--- config.mk ---
export PLATFORM = sky130hd
export DESIGN_NAME = flog_arbiter
export DESIGN_NICKNAME = d
export VERILOG_FILES = /design/src/rtl/flog_arbiter.sv
export SDC_FILE = /design/constraint.sdc
export NUM_CORES = 1
export LEC_CHECK = 0
export ABC_AREA = 1
export BUFFER_PORTS_ARGS = -buffer_cell sky130_fd_sc_hd__buf_2
export CAP_MARGIN = 20
export CORE_MARGIN = 10
export CORE_UTILIZATION = 24
export DETAILED_ROUTE_END_ITERATION = 10
export PLACE_DENSITY_LB_ADDON = 0.08
export SYNTH_ARGS = -nofsm -noshare
export SYNTH_HDL_FRONTEND = slang
export SYNTH_SLANG_ARGS = --single-unit
--- constraint.sdc ---
create_clock -name clk -period 6.8 [get_ports clk]
set_input_delay 1.36 -clock clk [delete_from_list [all_inputs] [get_ports clk]]
set_output_delay 1.36 -clock clk [all_outputs]
set_load 0.05 [all_outputs]
--- src/rtl/flog_arbiter.sv ---
// Round-robin front end that shares one non-pipelined bfloat16 log2 core between N_REQ requesters.
// One operation is in flight at a time; a watchdog turns a silent core into a qNaN error response.
module flog_arbiter #(
  parameter int N_REQ   = 4,
  parameter int EXP     = 8,
  parameter int MAN     = 7,
  parameter int TIMEOUT = 64,
  parameter int ID_W    = $clog2(N_REQ)
) (
  input  logic              clk,
  input  logic              rst,
  input  logic [N_REQ-1:0]  req_valid_i,
  input  logic [N_REQ*16-1:0] req_data_i,
  output logic [N_REQ-1:0]  req_ready_o,
  output logic              core_sign_o,
  output logic [EXP-1:0]    core_exp_o,
  output logic [MAN-1:0]    core_frac_o,
  output logic              core_valid_o,
  input  logic              core_s_i,
  input  logic [EXP-1:0]    core_e_i,
  input  logic [MAN-1:0]    core_f_i,
  input  logic              core_valid_i,
  output logic              rsp_valid_o,
  output logic [ID_W-1:0]   rsp_id_o,
  output logic [15:0]       rsp_data_o,
  output logic              rsp_err_o,
  input  logic              rsp_ready_i
);

  localparam int          TW       = $clog2(TIMEOUT);
  localparam logic [15:0] QNAN     = 16'h7FC0;
  localparam logic [TW-1:0] TMR_LAST = TW'(TIMEOUT - 1);

  typedef enum logic [1:0] {IDLE, ISSUE, WAIT, RESP} state_t;

  state_t          state_q;
  logic [ID_W-1:0] rr_q;
  logic [ID_W-1:0] id_q;
  logic [15:0]     op_q;
  logic            core_valid_q;
  logic [TW-1:0]   timer_q;
  logic            rsp_valid_q;
  logic [ID_W-1:0] rsp_id_q;
  logic [15:0]     rsp_data_q;
  logic            rsp_err_q;

  logic [15:0]       data_arr [N_REQ];
  logic [2*N_REQ-1:0] dbl_valid;
  logic [N_REQ-1:0]  rot_valid;
  logic              grant_found;
  logic [ID_W-1:0]   grant_off;
  logic [ID_W:0]     grant_sum;
  logic [ID_W-1:0]   grant_id;
  logic [ID_W-1:0]   rr_d;
  logic              accept;

  // Unpack the operand bus so the winner's operand is a plain array read.
  for (genvar gi = 0; gi < N_REQ; gi++) begin : g_unpack
    assign data_arr[gi] = req_data_i[16*gi +: 16];
  end

  // Rotate the request vector so bit 0 is the rr_ptr position, then take the lowest set bit.
  always_comb begin
    dbl_valid   = {req_valid_i, req_valid_i} >> rr_q;
    rot_valid   = dbl_valid[N_REQ-1:0];
    grant_found = 1'b0;
    grant_off   = '0;
    for (int i = 0; i < N_REQ; i++) begin
      if (!grant_found && rot_valid[i]) begin
        grant_found = 1'b1;
        grant_off   = ID_W'(i);
      end
    end
    grant_sum = {1'b0, rr_q} + {1'b0, grant_off};
    if (grant_sum >= (ID_W+1)'(N_REQ)) begin
      grant_sum = grant_sum - (ID_W+1)'(N_REQ);
    end
    grant_id = grant_sum[ID_W-1:0];
    rr_d     = (grant_id == ID_W'(N_REQ - 1)) ? '0 : grant_id + 1'b1;
  end

  assign accept = (state_q == IDLE) && grant_found && !rst;

  for (genvar gi = 0; gi < N_REQ; gi++) begin : g_ready
    assign req_ready_o[gi] = accept && (grant_id == ID_W'(gi));
  end

  always_ff @(posedge clk or posedge rst) begin
    if (rst) begin
      state_q      <= IDLE;
      rr_q         <= '0;
      id_q         <= '0;
      op_q         <= '0;
      core_valid_q <= 1'b0;
      timer_q      <= '0;
      rsp_valid_q  <= 1'b0;
      rsp_id_q     <= '0;
      rsp_data_q   <= '0;
      rsp_err_q    <= 1'b0;
    end else begin
      case (state_q)
        IDLE: begin
          if (grant_found) begin
            op_q         <= data_arr[grant_id];
            id_q         <= grant_id;
            rr_q         <= rr_d;
            core_valid_q <= 1'b1;
            state_q      <= ISSUE;
          end
        end
        ISSUE: begin
          core_valid_q <= 1'b0;
          timer_q      <= '0;
          state_q      <= WAIT;
        end
        WAIT: begin
          // A result arriving on the last watchdog cycle still wins over the abort.
          if (core_valid_i) begin
            rsp_data_q  <= {core_s_i, core_e_i, core_f_i};
            rsp_err_q   <= 1'b0;
            rsp_id_q    <= id_q;
            rsp_valid_q <= 1'b1;
            state_q     <= RESP;
          end else if (timer_q == TMR_LAST) begin
            rsp_data_q  <= QNAN;
            rsp_err_q   <= 1'b1;
            rsp_id_q    <= id_q;
            rsp_valid_q <= 1'b1;
            state_q     <= RESP;
          end else begin
            timer_q <= timer_q + 1'b1;
          end
        end
        RESP: begin
          if (rsp_ready_i) begin
            rsp_valid_q <= 1'b0;
            state_q     <= IDLE;
          end
        end
        default: state_q <= IDLE;
      endcase
    end
  end

  assign core_sign_o  = op_q[15];
  assign core_exp_o   = op_q[14 -: EXP];
  assign core_frac_o  = op_q[MAN-1:0];
  assign core_valid_o = core_valid_q;
  assign rsp_valid_o  = rsp_valid_q;
  assign rsp_id_o     = rsp_id_q;
  assign rsp_data_o   = rsp_data_q;
  assign rsp_err_o    = rsp_err_q;

endmodule
==> impl_metrics.tcl, run 1 <==
set metrics [dict create \
    status "complete, no violations" \
    tightest_slew_ps 834 \
    clock-sinks 49 \
    cts_resized 0 \
    synth_edf_count 0 \
    area_growth_pct 32.5 \
    powerDensity_mw_per_mm2 647 \
    num_rows 39 \
    vias 2714 \
    fmax_mhz 208 \
    grt.overflow.total 0 \
    cts_tree "built" \
    synth_cell_types 33 \
    grt_start_max_net_pins 51 \
    min-delay-start "op_q[6]$_DFFE_PP0P_" \
    path_max_fanout 19 \
    dp.cells 627 \
    r2r_slack_ps 4320 \
    die_h_um 129 \
    track_usage_pct 10.6 \
    ant_nets 0 \
    layout_commonest_cell "nand2_1" \
    drc_errors 0 \
    fin_worst_skew_ps 4.97 \
    ys.warnings.count 0 \
    netlist_area_mm2 0.00284 \
    arrival_ps 3440 \
    cts_max_path_buffers 2 \
    ys_seq_elements 49 \
    slew_violations 0 \
    fin_cells 635 \
    syn_avg_cell_area_um2 7.68 \
    fin_ws_ps 2000 \
    rsz0062_at_grt "false" \
    drtIter0Drc 126 \
    ys_seq_area_share_pct 43.2 \
    vdd_ir_drop_max_mv 0.362 \
    clk_latency_ps 290 \
    grt_pass1_vias 2868 \
    r2r-start "rr_q[0]$_DFFE_PP0P_" \
    port-buffer-count 128 \
    fin_setup_tns_ps 0 \
    antenna_found_initial 0 \
    routed_wl_um 9000 \
    whs_ps 471 \
    layout.nets 586 \
    layout_min_cycle_time_ps 4800 \
    cp-start-kind "input port" \
    core_area_mm2 0.0115 \
    maxCapViolations 0 \
    clk_pin_slew_ps 60 \
    timing.final.crit_share_pct 70.6 \
    p_leak_nw 2.13 \
    relSlewSlack_pct 44.2 \
    finalSetupViolCount 0 \
    antennaDiodeCount 0 \
    postCtsSetupRepairBufs 0 \
    synth_fp_nets 465 \
    vias_per_cell 4.27 \
    ys.flop_type "dfrtp_1" \
    first_pass_iters 4 \
    finalHoldViolCount 0 \
    postLayoutCellArea_mm2 0.00376 \
    hp-class "reg2reg" \
    cts_hold_buffers 0 \
    start_util_pct 24.7 \
    place_hpwl_um 7150 \
    grt_pass1_wl_um 14400 \
    critPathKind "in2out" \
    endpoint_kind "output port" \
    power_mw 2.43 \
    required_ps 5440 \
    wire_per_inst_um 14.2 \
    numCtsBuffers 5 \
    cp-startpoint "req_valid_i[3]" \
    layout_common_cells "nand2_1, buf_2, dfrtp_1, nand3_1, inv_1" \
    synth_area_leaders "dfrtp_1, nand2_1, nand3_1" \
    synth_top_cell_by_area "dfrtp_1" \
    async_reset_ff_share_pct 100 \
    final_core_util_pct 32.7 \
    cts_root_buf "clkbuf_16" \
    cts_max_level 2 \
    netlist.area_leader.share_pct 43.2 \
    die-area_mm2 0.0166 \
    postSynthCellCount 370 \
    drive_gt1_share_pct 31.1 \
    gp_congestion 0.748 \
    pre_cts_ws_ps 2010 \
    die_w_um 129 \
    place_area_mm2 0.00359 \
    io_pins 129 \
]
## power breakdown
group	internal, mW	switching [mW]
combinational	0.465	1.17
sequential	0.426	0.0825
clock	0.184	0.109
## critical path, cell delays in order
cell and delay, ps:
buf_2 100, nand2_1 90, nand3_1 80, nand2_1 100, nand3_1 90, a21boi_0 170
ha_1 180, xor2_1 270, inv_1 120, nand3_4 210, nand2_4 180, nor3_2 190
buf_2 290
## kinds of logic (layout without fill, tap and decap cells)
group / count (synthesis) / after routing / share of synthesized area (%)
mux: 13 / 13 / 4.58
compound gates: 34 / 34 / 8.63
xor+xnor: 2 / 2 / 0.617
fa+ha+maj: 7 / 7 / 3.08
simple gates: 224 / 224 / 33.3
flops: 49 / 49 / 43.2
buf+inv: 41 / 163 / 6.56
## final cells by class
type,instances,area (µm²)
fill,1252,7750
multi-input combinational,280,1430
sequential,49,1230
timing repair buffer,130,656
tap,143,179
clock buffer,6,139
inverter,25,97.6
clock inverter,2,37.5
## worst paths after layout
path | to | cells past startpoint
worst max-delay path | req_ready_o[0] | 13
worst min register to register | op_q[6]$_DFFE_PP0P_ | 2
worst min-delay path | op_q[6]$_DFFE_PP0P_ | 2
max in group asynchronous | op_q[12]$_DFFE_PP0P_ | 3
min in group asynchronous | rsp_data_o[9]$_DFFE_PP0P_ | 3
worst max register to register | op_q[12]$_DFFE_PP0P_ | 15
## synthesized netlist by cell type (2+ instances only)
cell,count
a21oi_1,3
a22o_1,8
buf_1,2
buf_2,5
buf_4,3
clkbuf_1,5
dfrtp_1,49
ha_1,7
inv_1,21
inv_2,2
mux2i_1,13
nand2_1,164
nand2_2,3
nand2_4,2
nand3_1,34
nor2_1,13
nor3_1,2
nor3_2,2
o21a_1,2
o21ai_0,8
o22a_1,9
xor2_1,2
## sequential cells by signal, indices dropped and copies added, names as in the netlist
name / cells
rsp_data_o: 16
rsp_valid_o: 1
core_valid_o: 1
op_q: 16
rsp_id_o: 2
timer_q: 6
state_q: 2
id_q: 2
rsp_err_o: 1
rr_q: 2
## routing by layer
metal,vias to the layer above,track usage (%),share of wire [%]
li1,1426,-,-
met1,1173,13.2,47
met2,108,16.3,43
met3,7,4.56,9.7
met4,0,3.01,1.0
met5,-,0,0
Power figures use the tool's default switching activity.
==> run 2: changes to the inputs <==
==> constraint.sdc (replaced) <==
create_clock -name clk -period 4.45 [get_ports clk]
set_input_delay 0.89 -clock clk [delete_from_list [all_inputs] [get_ports clk]]
set_output_delay 0.89 -clock clk [all_outputs]
set_load 0.05 [all_outputs]
==> run 2 against run 1 <==
Total power grew 50%. Via count is 1.1% higher. Utilization fell by 0.22 points. Non-clock buffer count rose by 1. Worst setup slack worse by 1400 ps. Clock skew is 1.3 ps higher. Critical path depth unchanged. Register-to-register slack got worse by 2400 ps. Design area decreased by 0.67%. Highest routed layer unchanged.
==> impl_metrics.tcl, run 2 (synthesis results as in run 1) <==
set metrics [dict create \
    status "complete, no violations" \
    num_rows 39 \
    drc_errors 0 \
    cts_resized 0 \
    clk_latency_ps 290 \
    grt_pass1_wl_um 14800 \
    port-buffer-count 128 \
    hp-class "reg2reg" \
    tightest_slew_ps 837 \
    cts_root_buf "clkbuf_16" \
    die_h_um 129 \
    antennaDiodeCount 0 \
    max_stage_delay_ps 280 \
    whs_ps 475 \
    clock-sinks 49 \
    first_pass_iters 4 \
    required_ps 3560 \
    r2r-start "rr_q[0]$_DFFE_PP0P_" \
    layout.nets 587 \
    path_max_fanout 19 \
    cp-start-kind "input port" \
    finalHoldViolCount 0 \
    fin_worst_skew_ps 6.30 \
    grt.overflow.total 0 \
    layout_min_cycle_time_ps 3860 \
    vias_per_cell 4.31 \
    fin_cells 636 \
    vdd_ir_drop_max_mv 0.561 \
    slew_violations 0 \
    fin_setup_tns_ps 0 \
    io_pins 129 \
    wire_per_inst_um 14.1 \
    critical_path.slowest_cell "xor2_1" \
    place_area_mm2 0.00359 \
    die-area_mm2 0.0166 \
    endpoint_kind "output port" \
    power_mw 3.65 \
    drive_gt1_share_pct 31.0 \
    postCtsSetupRepairBufs 0 \
    gp_congestion 0.732 \
    drtIter0Drc 193 \
    grt_start_max_net_pins 50 \
    place_hpwl_um 7240 \
    grt_pass1_vias 3030 \
    fmax_mhz 259 \
    path_cells "buf_2 -> nand2_1 -> nand3_1 -> nand2_1 -> nand3_1 -> a21boi_0 -> ha_1 -> xor2_1 -> inv_1 -> nand3_4 -> nand2_4 -> nor3_2 -> buf_2" \
    final_core_util_pct 32.5 \
    critPathKind "in2out" \
    cp-startpoint "req_valid_i[1]" \
    start_util_pct 24.7 \
    cts_max_path_buffers 2 \
    timing.final.crit_share_pct 86.7 \
    vias 2744 \
    p_leak_nw 2.11 \
    min-delay-start "rsp_id_o[1]$_DFFE_PP0P_" \
    ant_nets 0 \
    rsz0062_at_grt "false" \
    maxCapViolations 0 \
    fin_ws_ps 592 \
    relSlewSlack_pct 44.0 \
    powerDensity_mw_per_mm2 978 \
    cts_hold_buffers 0 \
    cts_max_level 2 \
    routed_wl_um 8970 \
    layout_commonest_cell "nand2_1" \
    dp.cells 628 \
    cts_tree "built" \
    layout_common_cells "nand2_1, buf_2, dfrtp_1, nand3_1, inv_1" \
    core_area_mm2 0.0115 \
    antenna_found_initial 0 \
    arrival_ps 2970 \
    finalSetupViolCount 0 \
    area_growth_pct 31.6 \
    pre_cts_ws_ps 586 \
    numCtsBuffers 5 \
    die_w_um 129 \
    postLayoutCellArea_mm2 0.00374 \
    track_usage_pct 10.9 \
    clk_pin_slew_ps 60 \
]
==> run 2: final cells by class <==
type,instances,area (µm²)
flip-flops and latches,49,1230
well taps,143,179
clock buffers,6,129
clock inverters,2,15.0
fillers,1291,7780
inverters,25,97.6
multi-input cells,280,1430
repair buffers,131,663
==> run 2: critical path, delay by kind of cell <==
family,cells,cell delay [ps]
adder cells (fa/ha/maj),1,180
buffers and inverters,3,510
XOR/XNOR,1,280
AND/OR/NAND/NOR,7,930
AO/OA/AOI/OAI,1,160
==> run 2: path summary, 6_finish.rpt <==
check	end	slack [ps]	cells after the start
worst max register to register	rr_q[1]$_DFFE_PP0P_	1940	15
worst min register to register	rsp_id_o[1]$_DFFE_PP0P_	470	2
max in group asynchronous	rsp_id_o[1]$_DFFE_PP0P_	3240	3
worst min-delay path	rsp_id_o[1]$_DFFE_PP0P_	470	2
worst max-delay path	req_ready_o[0]	590	13
min in group asynchronous	op_q[8]$_DFFE_PP0P_	780	3
==> run 2: routing by layer <==
layer / part of all wire [%] / up-vias / GRT usage, %
li1: - / 1436 / -
met1: 48 / 1206 / 13.7
met2: 42 / 96 / 16.8
met3: 9.2 / 6 / 4.48
met4: 1.0 / 0 / 2.81
met5: 0 / - / 0
==> run 2: where the power goes <==
group	leakage [nW]	switching [mW]	total, mW	internal (mW)
combinational	1.45	1.79	2.51	0.717
clock	0.0631	0.164	0.373	0.209
sequential	0.598	0.124	0.775	0.651
==> run 3: changes to the inputs <==
--- a/config.mk
+++ b/config.mk
@@ -10,8 +10,10 @@
 export CAP_MARGIN = 20
 export CORE_MARGIN = 10
 export CORE_UTILIZATION = 24
+export CTS_BUF_LIST = sky130_fd_sc_hd__clkbuf_4 sky130_fd_sc_hd__clkbuf_8
 export DETAILED_ROUTE_END_ITERATION = 10
 export PLACE_DENSITY_LB_ADDON = 0.08
+export REMOVE_ABC_BUFFERS = 1
 export SYNTH_ARGS = -nofsm -noshare
 export SYNTH_HDL_FRONTEND = slang
 export SYNTH_SLANG_ARGS = --single-unit
==> run 3 against run 2 <==
Clock power is 25% lower. Combinational power hardly changed. Worst setup slack worse by 69 ps. Highest routed layer unchanged. Sequential power hardly changed. Total power is 2.8% lower. First-iteration DRC count is 31% lower. Utilization is 0.39 points lower. Critical endpoint unchanged.
==> impl_metrics.tcl, run 3 (synthesis results as in run 1) <==
set metrics [dict create \
    drive_gt1_share_pct 31.4 \
    ant_nets 0 \
    regArea_mm2 0.00123 \
    fmax_mhz 255 \
    layout.nets 588 \
    fin_cells 637 \
    grt_pass1_wl_um 14700 \
    first_pass_iters 4 \
    fin_worst_skew_ps 7.04 \
    die-area_mm2 0.0166 \
    r2r-start "rr_q[0]$_DFFE_PP0P_" \
    endpoint_kind "output port" \
    clock-sinks 49 \
    vias 2722 \
    pre_cts_ws_ps 511 \
    rsz0062_at_grt "false" \
    r2r_slack_ps 1930 \
    rr_endpoint "op_q[7]$_DFFE_PP0P_" \
    num_rows 39 \
    min-delay-start "op_q[13]$_DFFE_PP0P_" \
    cp-start-kind "input port" \
    vdd_ir_drop_max_mv 0.361 \
    layout_commonest_cell "nand2_1" \
    place_area_mm2 0.00360 \
    cts_root_buf "clkbuf_8" \
    powerDensity_mw_per_mm2 962 \
    antenna_found_initial 0 \
    wire_per_inst_um 14.1 \
    place_hpwl_um 7080 \
    clk_pin_slew_ps 90 \
    finalSetupViolCount 0 \
    antennaDiodeCount 0 \
    nFillCells 1280 \
    min_path_cells 2 \
    cts_resized 0 \
    track_usage_pct 10.9 \
    die_w_um 129 \
    io_pins 129 \
    clk_latency_ps 300 \
    die_h_um 129 \
    layout_min_cycle_time_ps 3930 \
    fin_ws_ps 523 \
    vias_per_cell 4.27 \
    rr_worst_depth 15 \
    multiInputGateArea_mm2 0.00143 \
    routed_wl_um 8970 \
    path_cells "buf_2 -> nand2_1 -> nand3_1 -> nand2_1 -> nand3_1 -> a21boi_0 -> ha_1 -> xor2_1 -> inv_1 -> nand3_4 -> nand2_4 -> nor3_2 -> buf_2" \
    path_max_fanout 19 \
    fin_setup_tns_ps 0 \
    grt.overflow.total 0 \
    postCtsSetupRepairBufs 0 \
    drc_errors 0 \
    port-buffer-count 128 \
    cts_hold_buffers 0 \
    status "complete, no violations" \
    slew_violations 0 \
    gp_congestion 0.744 \
    start_util_pct 24.7 \
    hp-class "reg2reg" \
    drtIter0Drc 133 \
    area_growth_pct 30.0 \
    timing.final.crit_share_pct 88.2 \
    postLayoutCellArea_mm2 0.00369 \
    cts_max_level 2 \
    hold-path-endpoint "op_q[13]$_DFFE_PP0P_" \
    numCtsBuffers 5 \
    critPathKind "in2out" \
    tightest_slew_ps 795 \
    finalHoldViolCount 0 \
    maxCapViolations 0 \
    arrival_ps 3040 \
    cts_max_path_buffers 2 \
    grt_pass1_vias 3050 \
    dp.cells 629 \
    layout_common_cells "nand2_1, buf_2, dfrtp_1, nand3_1, inv_1" \
    critical_path.slowest_cell "buf_2" \
    relSlewSlack_pct 46.8 \
    power_mw 3.55 \
    grt_start_max_net_pins 50 \
    max_stage_delay_ps 290 \
    core_area_mm2 0.0115 \
    required_ps 3560 \
    cts_tree "built" \
    p_leak_nw 2.10 \
]
## run 3: critical path: cells and delay by family
kind / cells / cell delay (ps)
simple gates: 7 / 980
buf+inv: 3 / 520
xor+xnor: 1 / 280
fa+ha+maj: 1 / 190
compound gates: 1 / 170
## run 3: worst max-delay path by stage
stage / start / endpoint / depth (start not counted)
after floorplan: req_valid_i[1] / req_ready_o[3] / 8
after global placement: req_valid_i[1] / req_ready_o[0] / 13
after detailed placement: req_valid_i[1] / req_ready_o[0] / 13
after CTS: req_valid_i[1] / req_ready_o[0] / 13
after global routing: req_valid_i[1] / req_ready_o[0] / 13
final: req_valid_i[1] / req_ready_o[0] / 13
## run 3: power breakdown
group | internal [mW] | switching (mW)
sequential | 0.649 | 0.124
combinational | 0.728 | 1.77
clock | 0.130 | 0.148
total | 1.51 | 2.05
## run 3: stage by stage
stage	utilization (%)	hold WS [ps]
6_report	32.1	480
2_1_floorplan	-	450
3_5_place_dp	31.3	461
4_1_cts	32.1	485
3_3_place_gp	31.3	460
5_1_grt	32.1	515
## run 3: cell type report
type / count / share of cell area [%]
repair buffers: 132 / 18.2
multi-input cells: 280 / 38.7
flip-flops and latches: 49 / 33.2
well taps: 143 / 4.85
inverters: 25 / 2.64
clock buffers: 8 / 2.47
## run 3: routing by layer
layer	share of wire [%]	vias to the layer above	GRT usage [%]
li1	-	1439	-
met1	47	1180	13.6
met2	41	98	16.1
met3	11	5	5.67
met4	0.97	0	2.61
met5	0	-	0
